===== src/rtl/wfq_ftime_pipe_if.sv =====
// Request/result bundle between the classifier, the WFQ finish-time engine and the sorter.
// master = requester side, slave = engine side.
interface wfq_ftime_pipe_if #(
   parameter int DW = 16,
   parameter int FW = 4
);
   logic          in_valid;
   logic          in_ready;
   logic [FW-1:0] in_flow;
   logic [DW-1:0] in_len;
   logic [DW-1:0] in_weight;
   logic [DW-1:0] in_vtime;
   logic          in_idle;
   logic          out_valid;
   logic [FW-1:0] out_flow;
   logic [DW-1:0] out_ftime;
   logic          out_ovf;

   modport master (
      output in_valid, in_flow, in_len, in_weight, in_vtime, in_idle,
      input  in_ready, out_valid, out_flow, out_ftime, out_ovf
   );

   modport slave (
      input  in_valid, in_flow, in_len, in_weight, in_vtime, in_idle,
      output in_ready, out_valid, out_flow, out_ftime, out_ovf
   );
endinterface


===== src/rtl/wfq_ftime_pipe.sv =====
// WFQ finish-time engine: ftime = S + floor(len/weight), S = idle ? V : max(V, F_prev(flow)).
// Latency DW+4, one request per cycle; no output backpressure, in_ready low only during table init.
module wfq_ftime_pipe #(
   parameter int DW  = 16,
   parameter int FW  = 4,
   parameter int SAT = 1
) (
   input  logic            clk,
   input  logic            rst,
   wfq_ftime_pipe_if.slave bus
);

   typedef enum logic {ST_INIT = 1'b0, ST_RUN = 1'b1} state_t;

   typedef struct packed {
      logic          vld;
      logic [FW-1:0] flow;
      logic [DW-1:0] vtime;
      logic          idle;
      logic          wz;
      logic [DW-1:0] w;
      logic [DW-1:0] dvd;
      logic [DW-1:0] rem;
      logic [DW-1:0] quo;
   } div_t;

   typedef struct packed {
      logic          vld;
      logic [FW-1:0] flow;
      logic [DW-1:0] ftime;
      logic          ovf;
   } res_t;

   state_t        state_q, state_d;
   logic [FW-1:0] sweep_q, sweep_d;
   logic          ready;
   logic          tbl_clr;
   logic          accept;

   div_t          div_q [DW+1];
   div_t          div_d [DW+1];
   div_t          upd;
   res_t          res_q [4];
   res_t          res_d;
   logic [DW-1:0] tbl_q [2**FW];

   logic [DW-1:0] fprev;
   logic [DW-1:0] start;
   logic [DW:0]   sum;

   // ---------------- init FSM ----------------
   always_ff @(posedge clk) begin
      if (rst) begin
         state_q <= ST_INIT;
         sweep_q <= '0;
      end else begin
         state_q <= state_d;
         sweep_q <= sweep_d;
      end
   end

   always_comb begin
      state_d = state_q;
      sweep_d = sweep_q;
      case (state_q)
         ST_INIT: begin
            sweep_d = sweep_q + FW'(1);
            if (sweep_q == '1) state_d = ST_RUN;
         end
         default: state_d = ST_RUN;
      endcase
   end

   always_comb begin
      ready   = (state_q == ST_RUN);
      tbl_clr = (state_q == ST_INIT);
   end

   assign accept       = bus.in_valid && ready;
   assign bus.in_ready = ready;

   // ---------------- restoring divider, one quotient bit per stage ----------------
   always_comb begin
      logic [DW:0] trial;
      trial          = '0;
      div_d[0]       = '0;
      div_d[0].vld   = accept;
      div_d[0].flow  = bus.in_flow;
      div_d[0].vtime = bus.in_vtime;
      div_d[0].idle  = bus.in_idle;
      div_d[0].wz    = (bus.in_weight == '0);
      div_d[0].w     = bus.in_weight;
      div_d[0].dvd   = bus.in_len;
      for (int i = 1; i <= DW; i++) begin
         div_d[i]     = div_q[i-1];
         trial        = {div_q[i-1].rem, div_q[i-1].dvd[DW-1]};
         div_d[i].dvd = {div_q[i-1].dvd[DW-2:0], 1'b0};
         // weight 0 always passes the trial compare, giving an all-ones quotient
         if (trial >= {1'b0, div_q[i-1].w}) begin
            div_d[i].rem = trial[DW-1:0] - div_q[i-1].w;
            div_d[i].quo = {div_q[i-1].quo[DW-2:0], 1'b1};
         end else begin
            div_d[i].rem = trial[DW-1:0];
            div_d[i].quo = {div_q[i-1].quo[DW-2:0], 1'b0};
         end
      end
   end

   // ---------------- table update ----------------
   // The table is written on the same edge the result is registered, so the
   // next request (even on the following cycle) reads the fresh value.
   assign upd = div_q[DW];

   always_comb begin
      fprev = tbl_q[upd.flow];
      start = upd.vtime;
      if (!upd.idle && (fprev > upd.vtime)) start = fprev;
      sum       = {1'b0, start} + {1'b0, upd.quo};
      res_d     = '0;
      res_d.vld = upd.vld;
      res_d.flow  = upd.flow;
      res_d.ftime = sum[DW-1:0];
      res_d.ovf   = sum[DW] | upd.wz;
      if (sum[DW] && (SAT != 0)) res_d.ftime = '1;
   end

   always_ff @(posedge clk) begin
      if (tbl_clr) begin
         tbl_q[sweep_q] <= '0;
      end else if (!rst && upd.vld) begin
         tbl_q[upd.flow] <= res_d.ftime;
      end
   end

   // ---------------- pipeline registers ----------------
   always_ff @(posedge clk) begin
      if (rst) begin
         for (int i = 0; i <= DW; i++) div_q[i] <= '0;
         for (int i = 0; i < 4; i++) res_q[i] <= '0;
      end else begin
         for (int i = 0; i <= DW; i++) div_q[i] <= div_d[i];
         res_q[0] <= res_d;
         for (int i = 1; i < 4; i++) res_q[i] <= res_q[i-1];
      end
   end

   assign bus.out_valid = res_q[3].vld;
   assign bus.out_flow  = res_q[3].flow;
   assign bus.out_ftime = res_q[3].ftime;
   assign bus.out_ovf   = res_q[3].ovf;

endmodule


===== src/flat_wrapper.sv =====
// flat-port wrapper written by rule: the top's interface ports become plain ports
module wfq_ftime_pipe_flat 
#(
   parameter int DW  = 16,
   parameter int FW  = 4,
   parameter int SAT = 1
)
  (clk, rst, bus_in_valid, bus_in_flow, bus_in_len, bus_in_weight, bus_in_vtime, bus_in_idle, bus_in_ready, bus_out_valid, bus_out_flow, bus_out_ftime, bus_out_ovf);
  wfq_ftime_pipe_if #(.DW(DW), .FW(FW)) bus_i ();
  input  logic clk;
  input  logic rst;
  input wire logic [$bits(bus_i.in_valid)-1:0] bus_in_valid;
  input wire logic [$bits(bus_i.in_flow)-1:0] bus_in_flow;
  input wire logic [$bits(bus_i.in_len)-1:0] bus_in_len;
  input wire logic [$bits(bus_i.in_weight)-1:0] bus_in_weight;
  input wire logic [$bits(bus_i.in_vtime)-1:0] bus_in_vtime;
  input wire logic [$bits(bus_i.in_idle)-1:0] bus_in_idle;
  output wire logic [$bits(bus_i.in_ready)-1:0] bus_in_ready;
  output wire logic [$bits(bus_i.out_valid)-1:0] bus_out_valid;
  output wire logic [$bits(bus_i.out_flow)-1:0] bus_out_flow;
  output wire logic [$bits(bus_i.out_ftime)-1:0] bus_out_ftime;
  output wire logic [$bits(bus_i.out_ovf)-1:0] bus_out_ovf;
  assign bus_i.in_valid = bus_in_valid;
  assign bus_i.in_flow = bus_in_flow;
  assign bus_i.in_len = bus_in_len;
  assign bus_i.in_weight = bus_in_weight;
  assign bus_i.in_vtime = bus_in_vtime;
  assign bus_i.in_idle = bus_in_idle;
  assign bus_in_ready = bus_i.in_ready;
  assign bus_out_valid = bus_i.out_valid;
  assign bus_out_flow = bus_i.out_flow;
  assign bus_out_ftime = bus_i.out_ftime;
  assign bus_out_ovf = bus_i.out_ovf;
  wfq_ftime_pipe #(.DW(DW), .FW(FW), .SAT(SAT)) u_core (.clk(clk), .rst(rst), .bus(bus_i));
endmodule

===== config.mk =====
export PLATFORM = sky130hd
export DESIGN_NAME = wfq_ftime_pipe_flat
export DESIGN_NICKNAME = d
export VERILOG_FILES = /design/src/rtl/wfq_ftime_pipe_if.sv /design/src/rtl/wfq_ftime_pipe.sv /design/src/flat_wrapper.sv
export SDC_FILE = /design/constraint.sdc
export NUM_CORES = 2
export LEC_CHECK = 0
export ABC_AREA = 1
export BUFFER_PORTS_ARGS = -buffer_cell sky130_fd_sc_hd__buf_2
export CORE_MARGIN = 10
export CORE_UTILIZATION = 25
export CTS_BUF_LIST = sky130_fd_sc_hd__clkbuf_8
export CTS_CLUSTER_SIZE = 40
export DETAILED_ROUTE_END_ITERATION = 16
export GPL_TIMING_DRIVEN = 0
export PLACE_DENSITY = 0.36
export SLEW_MARGIN = 20
export SYNTH_ARGS = -nofsm -noshare
export SYNTH_HDL_FRONTEND = slang
export SYNTH_SLANG_ARGS = --single-unit

===== constraint.sdc =====
create_clock -name clk -period 5.06 [get_ports clk]
set_input_delay 0.759 -clock clk [delete_from_list [all_inputs] [get_ports clk]]
set_output_delay 0.759 -clock clk [all_outputs]
set_load 0.01 [all_outputs]

* Word level (Yosys, flattened, before mapping) *
Memories as Yosys holds them, arrays and structs flattened.
Index checks and enable logic that the tools add are counted.

word-level totals
  flip-flop bits (word level) = 5
  memory bits (writable) = 1823
  output and inout port bits = 23
  word-level logic and storage cells = 121
  memories = 3

memory list
  memory        depth  bits a word  read ports  clocked after Yosys merged registers in  write ports  RTL line              RTL
  u_core.div_q  17     87           17          0                                        17           wfq_ftime_pipe.sv:40  div_t div_q [DW+1];
  u_core.tbl_q  16     16           1           0                                        1            wfq_ftime_pipe.sv:45  logic [DW-1:0] tbl_q [2**FW];
  u_core.res_q  4      22           4           0                                        4            wfq_ftime_pipe.sv:43  res_t res_q [4];

operators by class
  add/sub/neg operators = 18
  $lt $le $gt $ge = 17
  eq/ne operators = 1
  mux-type cells = 51
  bitwise operators = 22
  reductions and logical operators = 7

operator list
  cell                                         number
  two-way mux 87 bit                           17
  two-way mux 32 bit                           16
  >= comparator 17 x 16 -> 1 bit               16
  subtractor 16 bit                            16
  two-way mux 22 bit                           4
  two-way mux 16 bit                           3
  OR 1 bit                                     22
  adder 16 x 16 -> 17 bit                      1
  > comparator 16 bit                          1
  zero test 16 bit                             1
  OR reduction 16 bit                          1
  two-way mux 1 bit                            10
  adder 4 x 1 -> 4 bit, second input constant  1
  equality test 4 bit, second input constant   1
  two-way mux 4 bit                            1
  logical AND 1 bit                            3
  zero test 1 bit                              2

* Longest topological paths before layout *
An unclocked memory read counts as a cell.

  depth after elaboration = 8
  mapped depth = 37

* Worst setup path after synthesis *
OpenSTA, ideal clock, no wires.

  kind = reg-to-reg
  start point = memory u_core.div_q[0][1474] (netlist bit)
  end point = memory u_core.tbl_q[0][10], data pin
  library setup time = 277 ps
  arrival = 4090 ps
  data required time = 4783 ps
  slack = 693 ps
  stages on the path, launching flop included = 30
  buffers on the path = 5
  period minus slack after synthesis = 4367 ps
  cell sequence = dfxtp_1 > buf_6 > buf_6 > buf_4 > nor2_1 > nor2_1 > o21ai_0 > nand3_1 > nand3_1 > nand2_1 > ha_1 > nand2_1 > nor2_1 > a31oi_2 > clkbuf_1 > nand3_1 > nand2_1 > ha_1 > inv_1 > fa_1 > inv_1 > nand3_1 > nand3_1 > nand2_1 > nand2_1 > nand2_1 > nand2_1 > buf_2 > nor2_1 > nor2_1

RTL lines
  what                RTL line
  start: declaration  wfq_ftime_pipe.sv:40
  end: declaration    wfq_ftime_pipe.sv:45

==> flow_summary_export.csv <==
group,metric,value,unit
outcome,status,"complete, no violations",
pwr,p_sw_frac,0.402,
placed_design,pre_cts_ws,-1.75,ns
worst_setup_path,crit_fanout,12,
detailed_routing,wirelength,208000,microns
cells_and_area,instances_no_fill,13000,
worst_setup_path,worstSetupEndpointType,"flip-flop",
clock_network,htreeDepth,5,
cells_and_area,nFillCells,28900,
yosys,synth_area,65900,sq um
yosys,syn-instance-count,8764,
detailed_routing,ant_nets,0,
global_routing,grt_pass1_vias,52900,
clock_network,tritoncts.num_buffers,290,
cells_and_area,nets,9588,
pwr,ir_drop,0.000296,V
timing,slew_viol_final,0,
global_routing,overflow,0,
min_path,hp-class,"in -> reg",
detailed_routing,routed_via_density,4.02,
cells_and_area,seq_area,32800,sq um
pwr,p_clk_frac,0.272,
pwr,p_switching,17.0,mW
die,rows,188,
timing,slew_headroom,0.344,
die,dieArea,285000,sq um
worst_setup_path,critPathKind,"reg -> reg",
yosys,synth_cell_type_count,49,
cells_and_area,layout_common_cells,"inv_1 (1,919), nor2_1 (1,872), nand2_1 (1,726)",
worst_setup_path,cp.required,5.78,ns
yosys,synth_edf_count,256,
pwr,p_int,25.3,mW
timing,period_share,0.959,
timing,finClkSkew,0.0937,ns
placed_design,routabilityCongestion,0.835,
yosys,synth-seq-cells,1508,
clock_network,clock_tree.root_cell,"clkbuf_8",
pwr,cellLeakagePower,36.2,nW
worst_setup_path,cp_common_cell,"nand2_1",
pwr,p_seq_frac,0.326,
detailed_routing,wl_per_cell,16.1,microns
clock_network,cts_tree,"built",
detailed_routing,drc,0,
worst_setup_path,start_kind,"flip-flop",
clock_network,cts_sinks,1508,
timing,finalSetupTns,0,ns
global_routing,grt_pass1_wl,317000,microns
die,ios,79,
yosys,synthFlopType,"dfxtp_1",
worst_setup_path,crit_path_max_incr_delay,0.37,ns
global_routing,grt_max_degree,18,
pwr,comb_power_share,0.402,
job,max_cap_violations,0,
cells_and_area,multi_input_area,25400,sq um
placed_design,port_buffers,77,
clock_network,clkTransAtPathRegs,0.06,ns
yosys,yosys_warnings,0,
cells_and_area,utilization,0.298,
timing,fmax,206,MHz
yosys,synth_largest_area_cell,"dfxtp_1",
placed_design,placed_cells,12400,
pwr,power_density,540,nW/um^2
placed_design,dp_hpwl,165000,microns
worst_setup_path,cp_slowest_cell,"ha_1",
yosys,synthTopCellsByArea,"dfxtp_1 (38%), edfxtp_1 (12%), nor2_1 (11%)",
timing,finalSetupViolations,0,
timing,worst_pin_slew,0.985,ns
die,core,263000,sq um
global_routing,antenna_found_initial,6,
detailed_routing,first_pass_iters,6,
clock_network,cts_buffer_depth,4,
detailed_routing,num_vias,52100,
cells_and_area,syn_to_final_growth,18.7,%
timing,fin_crit,4.85,ns
timing,hold_viol,0,
detailed_routing,drt_iter0_drc,2769,
yosys,yosysSeqAreaShare,0.497,
yosys,syn_avg_cell_area,7.52,sq um
die,fp.dieH,533,microns
yosys,syn_nets,9112,
timing,setup_ws,0.206,ns
yosys,synth_top_area_share,0.380,
cells_and_area,layout_commonest_cell,"inv_1",
die,fp.dieW,533,microns
yosys,async_flop_share,0,
global_routing,track_usage,0.143,
die,initial_utilization,0.251,
cells_and_area,drive_gt1_frac,0.102,
worst_setup_path,cp.arrival,5.57,ns
clock_network,clkLatencyLatePin,0.99,ns
pwr,finalPower,42.3,mW
-- routing by layer --
layer / part of all wire / vias to the layer above / global-route usage
li1: - / 27200 / -
met1: 0.45 / 23500 / 0.181
met3: 0.041 / 315 / 0.0222
met2: 0.48 / 1047 / 0.250
met5: 0 / - / 0
met4: 0.026 / 0 / 0.0400
-- through the flow --
stage                     hold WS, ns  instance area, sq um
after floorplan                 0.388                 65900
after global placement          0.395                 70700
after detailed placement        0.392                 70900
after CTS                      0.0561                 77800
after global routing           0.0886                 78300
final                           0.131                 78300
-- cell usage after synthesis (all sizes together) (74+ instances only) --
cell,instances
nor2,1946
inv,1854
nand2,1799
dfxtp,1252
nand3,443
ha,277
edfxtp,256
buf,177
o21ai,156
a21oi,138
nand3b,95
xor2,80
nand4,74
-- final timing paths --
check | from | endpoint | slack, ns | cells past startpoint
worst max-delay path | u_core.div_q[0][1474] | u_core.tbl_q[12][11] | 0.21 | 33
worst min-delay path | bus_in_weight[10] | u_core.div_q[0][58] | 0.13 | 3
worst max register to register | u_core.div_q[0][1474] | u_core.tbl_q[12][11] | 0.21 | 33
worst min register to register | u_core.div_q[0][522] | u_core.div_q[0][610] | 0.34 | 2
-- power groups by stage --
stage | Clock [mW] | Combinational, mW | Sequential [mW]
after floorplan | 0 | 12.4 | 13.7
final | 11.5 | 17.0 | 13.8
after CTS | 12.0 | 17.0 | 13.8
after global placement | 0 | 17.0 | 14.1
after detailed placement | 0 | 16.8 | 14.1
after global routing | 12.5 | 19.5 | 13.9
-- critical path: cells and delay by family (launching register included) --
| kind | cells | cell delay [ns] |
|---|---|---|
| flip-flops | 1 | 0.32 |
| AO/OA/AOI/OAI | 3 | 0.30 |
| AND/OR/NAND/NOR | 19 | 2.05 |
| buffers and inverters | 9 | 1.25 |
| adder cells (fa/ha/maj) | 2 | 0.63 |
-- cells by family after synthesis --
family	Yosys count	share of synthesized area
AND/OR/NAND/NOR	4443	0.279
buffers and inverters	2096	0.127
flip-flops	1508	0.497
AO/OA/AOI/OAI	335	0.0276
adder cells (fa/ha/maj)	292	0.0571
XOR/XNOR	90	0.0120
-- state kept, by name, summed over array words and instances (netlist names) --
signal               count
u_core.tbl_q           256
u_core.res_q            88
u_core.sweep_q           4
u_core.div_q          1159
u_core.bus.in_ready      1
-- cell type report --
class                      instances  share of cell area
sequential                      1508               0.419
multi-input combinational       5160               0.324
inverter                        1855              0.0895
clock buffer                     336              0.0591
tap                             3515              0.0562
buffer                           240              0.0208
timing repair buffer             184              0.0207
clock inverter                   153              0.0110
antenna                            5            0.000160
timing repair inverter             1           0.0000959
-- timing repair --
action | in CTS | in global routing
setup buffers | 32 | 13
setup endpoints to repair | 273 | 266
resized for setup | 149 | 67
endpoints found under the hold margin | 52 | 0
hold buffers | 51 | 0
pin swaps | 18 | 18
gates cloned | 1 | 3
Power figures use the tool's default switching activity.
